===== src/rtl/rules_grid_seq.sv =====
`default_nettype none
// ============================================================================
//  Module      : rules_grid_seq
//  Description : Sequential fuzzy rule grid. Captures one frame of NT
//                temperature memberships and ND derivative memberships, then
//                streams every rule firing strength w(i,j) = tnorm(mu_t[i],
//                mu_d[j]) over a valid/ready handshake in row-major order.
//                The total of all weights of the frame is reported once the
//                last rule has been accepted, for downstream normalisation.
//
//  Parameters  : W     - membership / weight width (unsigned, full scale 2^W-1)
//                NT    - number of temperature fuzzy sets (1..8)
//                ND    - number of derivative fuzzy sets (1..8)
//                TNORM - 0 = min(a,b), 1 = floor(a*b / 2^W)
//                SW    - width of w_sum, derived, wide enough for NT*ND weights
//
//  Ports       : clk        in   clock
//                rst_n      in   synchronous active-low reset
//                in_valid   in   membership frame valid
//                in_ready   out  block can capture a frame (IDLE only)
//                mu_t       in   NT*W, set i at bits [i*W +: W]
//                mu_d       in   ND*W, set j at bits [j*W +: W]
//                out_valid  out  rule weight valid (RUN only)
//                out_ready  in   downstream accepts weight
//                out_w      out  weight w(i,j), 0 outside RUN
//                out_i      out  temperature set index i, 0 outside RUN
//                out_j      out  derivative set index j, 0 outside RUN
//                out_last   out  marks rule (NT-1, ND-1)
//                sum_valid  out  one-cycle pulse, w_sum holds the frame total
//                w_sum      out  sum of all NT*ND weights of the frame
//
//  Revision    : 1.0 - initial release
// ============================================================================
module rules_grid_seq #(
    parameter  int W     = 16,
    parameter  int NT    = 3,
    parameter  int ND    = 3,
    parameter  int TNORM = 0,
    localparam int SW    = W + $clog2(NT * ND)
) (
    input  logic            clk,
    input  logic            rst_n,
    input  logic            in_valid,
    output logic            in_ready,
    input  logic [NT*W-1:0] mu_t,
    input  logic [ND*W-1:0] mu_d,
    output logic            out_valid,
    input  logic            out_ready,
    output logic [W-1:0]    out_w,
    output logic [2:0]      out_i,
    output logic [2:0]      out_j,
    output logic            out_last,
    output logic            sum_valid,
    output logic [SW-1:0]   w_sum
);

    // Index of the final row / column, sized to the 3-bit index registers.
    localparam logic [2:0] I_LAST   = 3'(NT - 1);
    localparam logic [2:0] J_LAST   = 3'(ND - 1);
    // A 1x1 grid presents its only rule already flagged as last.
    localparam logic       ONE_RULE = ((NT == 1) && (ND == 1)) ? 1'b1 : 1'b0;

    typedef enum logic [1:0] {
        IDLE = 2'd0,
        RUN  = 2'd1,
        SUM  = 2'd2
    } state_t;

    state_t            state_q;
    logic              in_ready_q;
    logic              out_valid_q;
    logic              out_last_q;
    logic              sum_valid_q;
    logic [2:0]        i_q;
    logic [2:0]        j_q;
    logic [SW-1:0]     acc_q;
    logic [NT*W-1:0]   mu_t_q;
    logic [ND*W-1:0]   mu_d_q;

    logic [2:0]        i_d;
    logic [2:0]        j_d;
    logic              last_d;

    // Memberships unpacked into 8-entry tables so the 3-bit indices address
    // them directly; entries beyond NT/ND are tied to zero and never selected.
    logic [W-1:0]      mu_t_tab [8];
    logic [W-1:0]      mu_d_tab [8];
    logic [W-1:0]      w_a;
    logic [W-1:0]      w_b;
    logic [W-1:0]      w_tn;

    genvar g;
    generate
        for (g = 0; g < 8; g++) begin : g_tab
            if (g < NT) begin : g_t_used
                assign mu_t_tab[g] = mu_t_q[g*W +: W];
            end else begin : g_t_unused
                assign mu_t_tab[g] = '0;
            end
            if (g < ND) begin : g_d_used
                assign mu_d_tab[g] = mu_d_q[g*W +: W];
            end else begin : g_d_unused
                assign mu_d_tab[g] = '0;
            end
        end
    endgenerate

    // Operands come from the captured frame only, never from the live inputs.
    assign w_a = mu_t_tab[i_q];
    assign w_b = mu_d_tab[j_q];

    generate
        if (TNORM == 1) begin : g_prod
            // Full 2W-bit product, upper W bits kept, lower bits truncated.
            assign w_tn = W'(({{W{1'b0}}, w_a} * {{W{1'b0}}, w_b}) >> W);
        end else begin : g_min
            assign w_tn = (w_a < w_b) ? w_a : w_b;
        end
    endgenerate

    // Row-major successor of the current rule index.
    always_comb begin
        i_d = i_q;
        j_d = j_q;
        if (j_q == J_LAST) begin
            j_d = 3'd0;
            i_d = i_q + 3'd1;
        end else begin
            j_d = j_q + 3'd1;
        end
        last_d = (i_d == I_LAST) && (j_d == J_LAST);
    end

    // Indices and the last flag are returned to zero when the frame leaves
    // RUN, so they read 0 in IDLE/SUM without extra gating.
    always_ff @(posedge clk) begin
        if (!rst_n) begin
            state_q     <= IDLE;
            in_ready_q  <= 1'b1;
            out_valid_q <= 1'b0;
            out_last_q  <= 1'b0;
            sum_valid_q <= 1'b0;
            i_q         <= 3'd0;
            j_q         <= 3'd0;
            acc_q       <= '0;
            mu_t_q      <= '0;
            mu_d_q      <= '0;
        end else begin
            sum_valid_q <= 1'b0;
            case (state_q)
                IDLE: begin
                    if (in_valid) begin
                        mu_t_q      <= mu_t;
                        mu_d_q      <= mu_d;
                        i_q         <= 3'd0;
                        j_q         <= 3'd0;
                        acc_q       <= '0;
                        out_last_q  <= ONE_RULE;
                        in_ready_q  <= 1'b0;
                        out_valid_q <= 1'b1;
                        state_q     <= RUN;
                    end
                end
                RUN: begin
                    if (out_valid_q && out_ready) begin
                        acc_q <= acc_q + SW'(w_tn);
                        if (out_last_q) begin
                            i_q         <= 3'd0;
                            j_q         <= 3'd0;
                            out_last_q  <= 1'b0;
                            out_valid_q <= 1'b0;
                            sum_valid_q <= 1'b1;
                            state_q     <= SUM;
                        end else begin
                            i_q        <= i_d;
                            j_q        <= j_d;
                            out_last_q <= last_d;
                        end
                    end
                end
                SUM: begin
                    in_ready_q <= 1'b1;
                    state_q    <= IDLE;
                end
                default: begin
                    in_ready_q  <= 1'b1;
                    out_valid_q <= 1'b0;
                    out_last_q  <= 1'b0;
                    i_q         <= 3'd0;
                    j_q         <= 3'd0;
                    state_q     <= IDLE;
                end
            endcase
        end
    end

    assign in_ready  = in_ready_q;
    assign out_valid = out_valid_q;
    assign out_w     = out_valid_q ? w_tn : '0;
    assign out_i     = i_q;
    assign out_j     = j_q;
    assign out_last  = out_last_q;
    assign sum_valid = sum_valid_q;
    assign w_sum     = acc_q;

endmodule
`default_nettype wire


===== config.mk =====
export PLATFORM = sky130hd
export DESIGN_NAME = rules_grid_seq
export DESIGN_NICKNAME = d
export VERILOG_FILES = /design/src/rtl/rules_grid_seq.sv
export SDC_FILE = /design/constraint.sdc
export NUM_CORES = 1
export LEC_CHECK = 0
export CAP_MARGIN = 20
export CORE_UTILIZATION = 40
export CTS_BUF_LIST = sky130_fd_sc_hd__clkbuf_8
export DETAILED_ROUTE_END_ITERATION = 8
export SLEW_MARGIN = 30
export SYNTH_ARGS = -nofsm -noshare
export SYNTH_HDL_FRONTEND = slang
export SYNTH_SLANG_ARGS = --single-unit

===== constraint.sdc =====
create_clock -name clk -period 5.9 [get_ports clk]
set_input_delay 0.59 -clock clk [delete_from_list [all_inputs] [get_ports clk]]
set_output_delay 0.59 -clock clk [all_outputs]
set_load 0.03 [all_outputs]

# --- Yosys cells after proc, flatten, opt, wreduce, memory -nomap -nowiden ---
# Index checks and enable logic that the tools add are counted.
word_totals:
  inputBits: 100
  regBits: 128
  elab_cells: 73
op_classes:
  order_cmp: 3
  eq_ne: 8
  n_mux: 34
  addsub: 3
  bitwise: 4
  n_reduce_logical: 11
op_table:
  columns: ["cell", "n"]
  rows:
  - ["16-bit binary-select mux with 3-bit select", 2]
  - ["16-bit two-way mux", 6]
  - ["20-bit two-way mux", 2]
  - ["20-bit case mux with 2 select lines", 1]
  - ["3-bit two-way mux", 7]
  - ["20-bit by 16-bit adder with 20-bit output", 1]
  - ["3-bit case mux with 3 select lines", 2]
  - ["16-bit < comparator", 1]
  - ["3-bit AND reduction", 4]
  - ["3-bit by 2-bit == test with 1-bit output (second input constant)", 3]
  - ["4-bit >= comparator (second input constant)", 2]
  - ["3-bit NOT with 4-bit output", 2]
  - ["1-bit two-way mux", 7]
  - ["3-bit by 1-bit adder with 3-bit output (second input constant)", 2]
  - ["2-bit two-way mux", 3]
  - ["2-bit != test (second input constant)", 3]
  - ["1-bit case mux with 3 select lines", 2]
  - ["2-bit case mux with 2 select lines", 1]
  - ["2-bit AND reduction", 2]
  - ["4-bit AND reduction", 1]
  - ["2-bit by 1-bit == test with 1-bit output (second input constant)", 1]
  - ["2-bit == test (second input constant)", 1]
  - ["1-bit logical AND", 2]
  - ["2-bit logical NOT", 1]
  - ["other kinds (3)", 4]

# --- Longest topological paths before layout ---
# Gate-level depths: netlist (run 1).
logic_depth:
  ltp_word: 9
  ltp_mapped: 23
  ltp_nobuf: 20

# --- Worst setup path after synthesis (run 1) ---
# No wires, ideal clock.
synth_path:
  path_kind: "flip-flop to flip-flop"
  from: "register i_q[1], in the netlist out_i[1]"
  to: "register acc_q[18], in the netlist w_sum[18]"
  n_path_buf: 3
  slack_ps: 1002
  t_arrival_ps: 4829
  setup_ps: 69
  path_stages_with_launch: 24
  path_cell_list: "dfxtp_1 > buf_2 > buf_2 > mux2i_1 > nor2_1 > a21oi_1 > nor2_1 > ha_1 > a21oi_1 > nand2_1 > a221oi_1 > o2111ai_1 > nand2_2 > buf_6 > mux2i_1 > ha_1 > inv_1 > fa_1 > nand3b_1 > a21oi_2 > nor4_1 > o211a_1 > or4_1 > o21ai_1"
synth_between:
  elab_chain_len: 9
synth_rtl:
  columns: ["element", "line_no", "rtl"]
  rows:
  - ["start: declaration", "74", "logic [2:0] i_q;"]
  - ["start signal: assignment", "175", "i_q <= i_d;"]
  - ["3-bit NOT with 4-bit output (implied by the code) (*)", "109", "assign w_a = mu_t_tab[i_q];"]
  - ["16-bit binary-select mux with 3-bit select (*)", "109", null]
  - ["16-bit two-way mux (implied by the code) (*) (2 in series)", "109", null]
  - ["16-bit < comparator", "117", "assign w_tn = (w_a < w_b) ? w_a : w_b;"]
  - ["16-bit two-way mux (*)", "117", null]
  - ["20-bit by 16-bit adder with 20-bit output (*)", "166", "acc_q <= acc_q + SW'(w_tn);"]
  - ["20-bit two-way mux (*)", "165", "if (out_valid_q && out_ready) begin"]
  - ["20-bit case mux with 2 select lines (*)", "150", "case (state_q)"]
  - ["end signal: assignment", "166", null]
  - ["end: declaration", "76", "logic [SW-1:0] acc_q;"]
# Mark *: on every way between the ends. The rest lies on a longest branch, timed or not. The select of a mux whose other input is x is not followed.
# A chain may end at the register's enable or synchronous reset.

# --- Worst setup path after layout (run 1) ---
layout_path:
  from: "register j_q[1], in the netlist out_j[1]"
  to: "output out_w[9]"
layout_between:
  elab_chain_len: 7
layout_rtl:
  columns: ["element", "line_no", "rtl"]
  rows:
  - ["start: declaration", "75", "logic [2:0] j_q;"]
  - ["start signal: assignment", "176", "j_q <= j_d;"]
  - ["3-bit NOT with 4-bit output (implied by the code) (*)", "110", "assign w_b = mu_d_tab[j_q];"]
  - ["16-bit binary-select mux with 3-bit select (*)", "110", null]
  - ["16-bit two-way mux (implied by the code) (*) (2 in series)", "110", null]
  - ["16-bit < comparator", "117", null]
  - ["16-bit two-way mux (*)", "117", null]
  - ["16-bit two-way mux (*)", "199", "assign out_w = out_valid_q ? w_tn : '0;"]
  - ["end: declaration", "49", "output logic [W-1:0] out_w,"]
# Marks and branches as above.

==> results of run 1 <==
## critical path: stages (launching register included)
cell                              delay, ps
sky130_fd_sc_hd__dfxtp_1                570
sky130_fd_sc_hd__buf_4                  270
sky130_fd_sc_hd__mux2i_1                 90
sky130_fd_sc_hd__nor2_1                  90
sky130_fd_sc_hd__a21oi_1                 60
sky130_fd_sc_hd__or2_2                  310
sky130_fd_sc_hd__ha_1                   290
sky130_fd_sc_hd__and4_1                 220
sky130_fd_sc_hd__a221oi_1               360
sky130_fd_sc_hd__o2111ai_1              200
sky130_fd_sc_hd__nand2_2                220
sky130_fd_sc_hd__buf_4                  310
sky130_fd_sc_hd__mux2i_1                400
sky130_fd_sc_hd__clkdlybuf4s50_1        740
## cell usage after synthesis (8+ instances only)
cell	number	area, sq um
sky130_fd_sc_hd__dfxtp_1	128	2560
sky130_fd_sc_hd__o21ai_0	28	140
sky130_fd_sc_hd__inv_1	23	86.3
sky130_fd_sc_hd__ha_1	34	425
sky130_fd_sc_hd__nor3_1	12	60.1
sky130_fd_sc_hd__buf_1	8	30.0
sky130_fd_sc_hd__or2_2	16	100
sky130_fd_sc_hd__nand2b_1	16	100
sky130_fd_sc_hd__buf_2	17	85.1
sky130_fd_sc_hd__nand3_1	16	80.1
sky130_fd_sc_hd__nand2_1	251	942
sky130_fd_sc_hd__clkbuf_1	31	116
sky130_fd_sc_hd__a21oi_1	142	711
sky130_fd_sc_hd__mux2i_1	65	651
sky130_fd_sc_hd__nor2_1	62	233
## cell usage in the layout (no fill, tap or decap), drive strengths merged, types with 3 or more instances in the layout
cell type / instances
nand2b: 17
a31oi: 4
a21o: 3
clkinv: 7
xor2: 4
mux2: 3
a211oi: 4
clkbuf: 17
nor2: 63
ha: 34
nor3: 12
and4: 3
xnor2: 4
clkdlybuf4s50: 145
buf: 16
inv: 27
o2111ai: 3
and3: 6
mux2i: 65
a21oi: 143
nor2b: 3
nand4b: 3
a22oi: 6
bufinv: 4
nand3: 16
dfxtp: 128
or3: 4
nor4: 6
o21ai: 32
or2: 17
nand2: 253
or4: 3
nand4: 4
## state kept, by name (all words and copies together) (netlist names)
register and flops:
out_i 3, state_q 2, out_last 1, mu_t_q 48, sum_valid 1, w_sum 20
mu_d_q 48, out_valid 1, in_ready 1, out_j 3
## logic make-up after synthesis
family | count (synthesis) | synth area share [%]
multiplexers | 68 | 9.45
buffers and inverters | 87 | 5.42
flip-flops | 128 | 35.4
AO/OA/AOI/OAI | 217 | 16.9
adder cells (fa/ha/maj) | 35 | 6.15
XOR/XNOR | 8 | 0.967
AND/OR/NAND/NOR | 419 | 25.7
## worst max path at each step
stage | slack, ps | cells after the start | end | start
6_report | 730 | 13 | out_w[9] | out_j[1]
5_1_grt | 400 | 19 | w_sum[17] | out_j[1]
4_1_cts | 790 | 13 | out_w[9] | out_j[1]
3_5_place_dp | 820 | 19 | w_sum[19] | out_j[1]
3_3_place_gp | 940 | 18 | w_sum[14] | out_i[1]
2_1_floorplan | 1000 | 23 | w_sum[18] | out_i[1]
## layer usage
metal	wire length (um)	share of wire, %	track usage [%]
met1	10500	50	33.4
met2	9340	44	35.4
met3	961	4.6	4.11
met4	237	1.1	5.62
met5	0	0	0
## power breakdown
part           switching, mW  internal (mW)  leakage [nW]
clock                  0.393          0.466         0.224
combinational          0.250          0.200          2.33
sequential            0.0271          0.906          1.05
total                  0.671           1.57          3.60
## layout make-up
type                    count  area [sq um]  share of cell area (%)
clock buffers              17           234                    2.53
clock inverters            15           209                    2.26
inverters                  24          91.3                   0.988
multi-input cells         747          4300                    46.4
flip-flops and latches    128          2560                    27.7
well taps                 225           282                    3.04
repair buffers            161          1580                    17.0
==> impl_table.tex, run 1 <==
\begin{tabular}{lr}
\hline
Metric & Value \\
\hline
\multicolumn{2}{l}{\textbf{Finish}} \\
\quad Final cell count without fillers & 1317 \\
\quad Area added between synthesis and finish & 27.7\% \\
\quad Number of filler instances in the final layout & 1762 \\
\quad Final antenna diode count & 0 \\
\quad Proportion of layout cells with a drive suffix above 1 & 7.05\% \\
\quad Final Util & 52.9\% \\
\quad Number of nets in the finished design & 1214 \\
\quad Total non-filler cell area in the finished layout & 9250 sq um \\
\multicolumn{2}{l}{\textbf{STA}} \\
\quad Accumulated negative setup slack & 0 ps \\
\quad Final-report setup violation count & 0 \\
\quad Worst hold slack & 456 ps \\
\quad Achievable Freq & 193 MHz \\
\quad Total count of max-transition violations in the final report & 0 \\
\quad Final setup skew & 14.4 ps \\
\quad Worst relative slew slack & 35.8\% \\
\quad RSZ-0062 raised after global routing & false \\
\quad Tmin final & 5170 ps \\
\quad Tcrit/Tclk final & 87.6\% \\
\quad Worst Max-Slew Pin Slew & 963 ps \\
\quad Post-route worst setup slack & 730 ps \\
\quad Number of failing hold endpoints at the final stage & 0 \\
\multicolumn{2}{l}{\textbf{Global route}} \\
\quad Wire length of the first global-routing pass & 33200 um \\
\quad Total track usage & 23.2\% \\
\quad Maximum number of pins on one net before global-route repair & 99 \\
\quad Via count of the first global-routing pass & 6249 \\
\quad Overflow left after global routing & 0 \\
\quad Initial antenna violation count & 0 \\
\multicolumn{2}{l}{\textbf{Placement}} \\
\quad DP Worst Slack & 815 ps \\
\quad Cell area reported after detailed placement & 8800 sq um \\
\quad Final weighted congestion in routability-driven placement & 0.919 \\
\quad Estimated wirelength of the detail-placed design & 15300 um \\
\quad Post-Place Cells & 1285 \\
\quad Input/output buffers & 145 \\
\multicolumn{2}{l}{\textbf{Power and ir drop}} \\
\quad Total power draw & 2.24 mW \\
\quad Peak VDD IR & 0.000156 V \\
\quad Power per standard cell area & 242 nW/um\^{}2 \\
\quad Static power due to leakage & 3.60 nW \\
\multicolumn{2}{l}{\textbf{Yosys}} \\
\quad Share of synthesized area occupied by flip-flops and latches & 35.4\% \\
\quad Synth Instances & 962 \\
\quad Flip-flop and latch count after synthesis & 128 \\
\quad Synthesized area divided by synthesized cell count & 7.53 sq um \\
\quad Syn Nets & 1097 \\
\quad Top FF cell, synth & sky130\_fd\_sc\_hd\_\_dfxtp\_1 \\
\quad Post-synth ARST share & 0\% \\
\quad Synth Cell Area & 7240 sq um \\
\quad Post-synth EDFFs & 0 \\
\quad Count of different cell masters after synthesis & 68 \\
\quad Syn. warnings & 0 \\
\multicolumn{2}{l}{\textbf{Clock tree}} \\
\quad Worst-Skew Late Latency & 450 ps \\
\quad H-tree depth reported by CTS & 4 \\
\quad Bufs on Longest Clock Path & 2 \\
\quad Post-CTS setup repair buffer count & 0 \\
\quad Clock Tree Root & sky130\_fd\_sc\_hd\_\_clkbuf\_8 \\
\quad TritonCTS clock tree & yes \\
\quad Num CTS Buffers & 17 \\
\quad Quantity of gates resized following cts & 0 \\
\quad Clock-pin slew of the registers on the worst-case setup and hold paths & 80 ps \\
\quad Hold\_buf cts & 0 \\
\quad Clock sink count & 128 \\
\multicolumn{2}{l}{\textbf{Die}} \\
\quad Die boundary height & 137 um \\
\quad Number of placement rows & 48 \\
\quad Die ar. & 18700 sq um \\
\quad Starting Density & 41.4\% \\
\quad Standard cell core area & 17500 sq um \\
\quad Floorplan die width & 137 um \\
\quad I/O pin total & 146 \\
\multicolumn{2}{l}{\textbf{Worst hold path}} \\
\quad Hold-critical path endpoint & mu\_t\_q[32] \\
\quad Worst hold stages & 2 \\
\quad Class of the tightest hold or removal check & register to register \\
\quad HP Start & mu\_t\_q[32] \\
\multicolumn{2}{l}{\textbf{Route}} \\
\quad Drc violations & 0 \\
\quad Overall via count from detail\_route & 6867 \\
\quad Detailed-route wire length & 21000 um \\
\quad Drt first pass iters & 5 \\
\quad Via-to-Cell Ratio & 5.21 \\
\quad Number of DRC markers after the initial detailed-route iteration & 422 \\
\quad Post-detailed-route count of antenna-violating nets & 0 \\
\quad Routed len/inst & 16.0 um \\
\multicolumn{2}{l}{\textbf{Setup path}} \\
\quad R2R Setup Slk & 750 ps \\
\quad Required @ worst endpoint & 5310 ps \\
\quad Number of cells on the worst reg-to-reg path & 19 \\
\quad Data arrival time of the critical path & 4580 ps \\
\quad Terminus of the critical flop-to-flop path & w\_sum[17] \\
\quad Maximum fanout along the worst path & 15 \\
\quad Critical path class & register to output pin \\
\quad Crit. End Element & output pin \\
\quad RR Startpoint & out\_j[1] \\
\quad Critical Path Start Type & register \\
\multicolumn{2}{l}{\textbf{Status}} \\
\quad Run status & finished, final reports clean \\
\multicolumn{2}{l}{\textbf{Run}} \\
\quad Max-cap violation count & 0 \\
\hline
\end{tabular}
Note: power is estimated with default switching activity, not from simulation.
==> run 2: changes to the inputs <==
--- a/config.mk
+++ b/config.mk
@@ -7,7 +7,7 @@
 export LEC_CHECK = 0
 export CAP_MARGIN = 20
 export CORE_UTILIZATION = 40
-export CTS_BUF_LIST = sky130_fd_sc_hd__clkbuf_8
+export CTS_BUF_LIST = sky130_fd_sc_hd__clkbuf_4 sky130_fd_sc_hd__clkbuf_8
 export DETAILED_ROUTE_END_ITERATION = 8
 export SLEW_MARGIN = 30
 export SYNTH_ARGS = -nofsm -noshare
==> run 2 against run 1 <==
Combinational power about the same; first-iteration DRC count decreased by 14%; critical endpoint unchanged; clock skew about the same; largest power group unchanged; utilization increased by 0.18 points; highest routed layer unchanged; largest cell class unchanged.
==> impl_table.tex, run 2 (synthesis gave the netlist of run 1 again) <==
\begin{tabular}{lr}
\hline
Metric & Value \\
\hline
\multicolumn{2}{l}{\textbf{Setup path}} \\
\quad Required @ worst endpoint & 5310 ps \\
\quad Critical path class & register to output pin \\
\quad CP Cell Sequence & buf\_4 -> mux2i\_1 -> nor2\_1 -> a21oi\_1 -> or2\_2 -> ha\_1 -> and4\_1 -> a221oi\_1 -> o2111ai\_1 -> nand2\_2 -> buf\_4 -> mux2i\_1 -> clkdlybuf4s50\_1 \\
\quad Total stage count of the critical path & 13 \\
\quad Maximum fanout along the worst path & 15 \\
\quad Number of cells on the worst reg-to-reg path & 19 \\
\quad Crit. End Element & output pin \\
\quad Number of buffer and inverter instances along the worst setup path & 3 \\
\quad Data arrival time of the critical path & 4600 ps \\
\quad Biggest cell delay along the critical path & 750 ps \\
\quad Highest-delay cell along the critical path & sky130\_fd\_sc\_hd\_\_clkdlybuf4s50\_1 \\
\quad Critical Path Start Type & register \\
\quad Largest delay contributor family on the critical path & buffers and inverters \\
\multicolumn{2}{l}{\textbf{Clock tree}} \\
\quad TritonCTS clock tree & yes \\
\quad Num CTS Buffers & 17 \\
\quad Clock sink count & 128 \\
\quad Worst-Skew Late Latency & 460 ps \\
\quad Clock-pin slew of the registers on the worst-case setup and hold paths & 80 ps \\
\quad Bufs on Longest Clock Path & 2 \\
\quad Quantity of gates resized following cts & 0 \\
\quad Hold\_buf cts & 0 \\
\quad Clock Tree Root & sky130\_fd\_sc\_hd\_\_clkbuf\_8 \\
\quad Post-CTS setup repair buffer count & 0 \\
\quad H-tree depth reported by CTS & 4 \\
\multicolumn{2}{l}{\textbf{Power and ir drop}} \\
\quad Fraction of power spent switching nets & 29.9\% \\
\quad Clk network pwr share & 38.5\% \\
\quad Power per standard cell area & 243 nW/um\^{}2 \\
\quad Net switching power of the design & 0.674 mW \\
\quad Static power due to leakage & 3.61 nW \\
\quad Peak VDD IR & 0.000137 V \\
\quad Sequential share of power & 41.4\% \\
\quad Power share of the combinational group & 20.1\% \\
\quad Internal Dissipation & 1.58 mW \\
\multicolumn{2}{l}{\textbf{STA}} \\
\quad Number of failing hold endpoints at the final stage & 0 \\
\quad Worst relative slew slack & 39.6\% \\
\quad Achievable Freq & 193 MHz \\
\quad Tmin final & 5190 ps \\
\quad Total count of max-transition violations in the final report & 0 \\
\quad Final-report setup violation count & 0 \\
\quad Final setup skew & 14.7 ps \\
\quad Worst Max-Slew Pin Slew & 902 ps \\
\quad RSZ-0062 raised after global routing & false \\
\quad Accumulated negative setup slack & 0 ps \\
\quad Tcrit/Tclk final & 87.9\% \\
\multicolumn{2}{l}{\textbf{Placement}} \\
\quad Final weighted congestion in routability-driven placement & 0.919 \\
\quad Estimated wirelength of the detail-placed design & 15300 um \\
\quad Post-Place Cells & 1285 \\
\quad Input/output buffers & 145 \\
\multicolumn{2}{l}{\textbf{Finish}} \\
\quad Final cell count without fillers & 1318 \\
\quad Area added between synthesis and finish & 28.1\% \\
\quad Commonest non-fill, non-tap cell in the layout & sky130\_fd\_sc\_hd\_\_nand2\_1 \\
\quad Final antenna diode count & 0 \\
\quad Number of nets in the finished design & 1215 \\
\quad Leading cell types in the layout, fill and taps excluded & 251 x sky130\_fd\_sc\_hd\_\_nand2\_1, 145 x sky130\_fd\_sc\_hd\_\_clkdlybuf4s50\_1, 142 x sky130\_fd\_sc\_hd\_\_a21oi\_1, 128 x sky130\_fd\_sc\_hd\_\_dfxtp\_1, 65 x sky130\_fd\_sc\_hd\_\_mux2i\_1 \\
\quad Proportion of layout cells with a drive suffix above 1 & 7.23\% \\
\multicolumn{2}{l}{\textbf{Die}} \\
\quad Die boundary height & 137 um \\
\quad Number of placement rows & 48 \\
\quad I/O pin total & 146 \\
\quad Standard cell core area & 17500 sq um \\
\quad Die ar. & 18700 sq um \\
\quad Starting Density & 41.4\% \\
\quad Floorplan die width & 137 um \\
\multicolumn{2}{l}{\textbf{Route}} \\
\quad Number of DRC markers after the initial detailed-route iteration & 365 \\
\quad Overall via count from detail\_route & 6937 \\
\quad Post-detailed-route count of antenna-violating nets & 0 \\
\quad Drt first pass iters & 5 \\
\quad Via-to-Cell Ratio & 5.26 \\
\quad Drc violations & 0 \\
\quad Routed len/inst & 16.0 um \\
\quad Detailed-route wire length & 21100 um \\
\multicolumn{2}{l}{\textbf{Global route}} \\
\quad Initial antenna violation count & 0 \\
\quad Via count of the first global-routing pass & 6252 \\
\quad Maximum number of pins on one net before global-route repair & 99 \\
\quad Total track usage & 23.2\% \\
\quad Wire length of the first global-routing pass & 33200 um \\
\quad Overflow left after global routing & 0 \\
\multicolumn{2}{l}{\textbf{Run}} \\
\quad Max-cap violation count & 0 \\
\multicolumn{2}{l}{\textbf{Worst hold path}} \\
\quad Class of the tightest hold or removal check & register to register \\
\quad Worst hold stages & 2 \\
\multicolumn{2}{l}{\textbf{Status}} \\
\quad Run status & finished, final reports clean \\
\hline
\end{tabular}
run 2: changes by cell type in the layout (fill, tap and decap cells not counted):
cell	change
sky130_fd_sc_hd__buf_16	+1
sky130_fd_sc_hd__clkbuf_4	+1
sky130_fd_sc_hd__inv_1	-1
run 2: final timing paths:
kind	startpoint	to	slack [ps]
max	out_j[1]	out_w[9]	710
min	mu_t_q[32]	mu_t_q[32]	450
max reg2reg	out_j[1]	w_sum[17]	750
min reg2reg	mu_t_q[32]	mu_t_q[32]	450
run 2: power by group through the flow:
stage / Clock [mW] / Sequential, mW / Combinational (mW)
after floorplan: 0 / 0.952 / 0.295
after global placement: 0 / 0.953 / 0.446
after detailed placement: 0 / 0.953 / 0.449
after CTS: 0.883 / 0.932 / 0.451
after global routing: 0.916 / 0.937 / 0.498
final: 0.869 / 0.933 / 0.452
run 2: area by class of cell:
cell class | instances | area, sq um
inverters | 24 | 91.3
clock inverters | 14 | 205
well taps | 225 | 282
repair buffers | 162 | 1600
clock buffers | 18 | 241
fillers | 1763 | 8200
multi-input cells | 747 | 4300
flip-flops and latches | 128 | 2560
run 2: worst min-delay path, cell delays in order (launching register included):
cell and delay [ps]:
sky130_fd_sc_hd__dfxtp_1 310, sky130_fd_sc_hd__nand2_1 50, sky130_fd_sc_hd__a21oi_1 50
run 2: layer usage:
metal / wire, um / global-route usage (%) / up-vias
met2: 9430 / 35.6 / 184
met4: 242 / 5.62 / 0
met3: 1050 / 4.00 / 15
met5: 0 / 0 / -
met1: 10300 / 33.4 / 3197
li1: - / - / 3541
run 2: stage by stage:
stage          instance area [sq um]  utilization, %  total power [mW]  worst slack, ps  hold WS [ps]
6_report                        9280            53.1              2.25              713           455
5_1_grt                         9280            53.1              2.35              400           472
4_1_cts                         9250            52.9              2.27              794           456
3_5_place_dp                    8800            50.4              1.40              815           444
3_3_place_gp                    8800            50.4              1.40              936           443
2_1_floorplan                   7240               -              1.25             1000           431
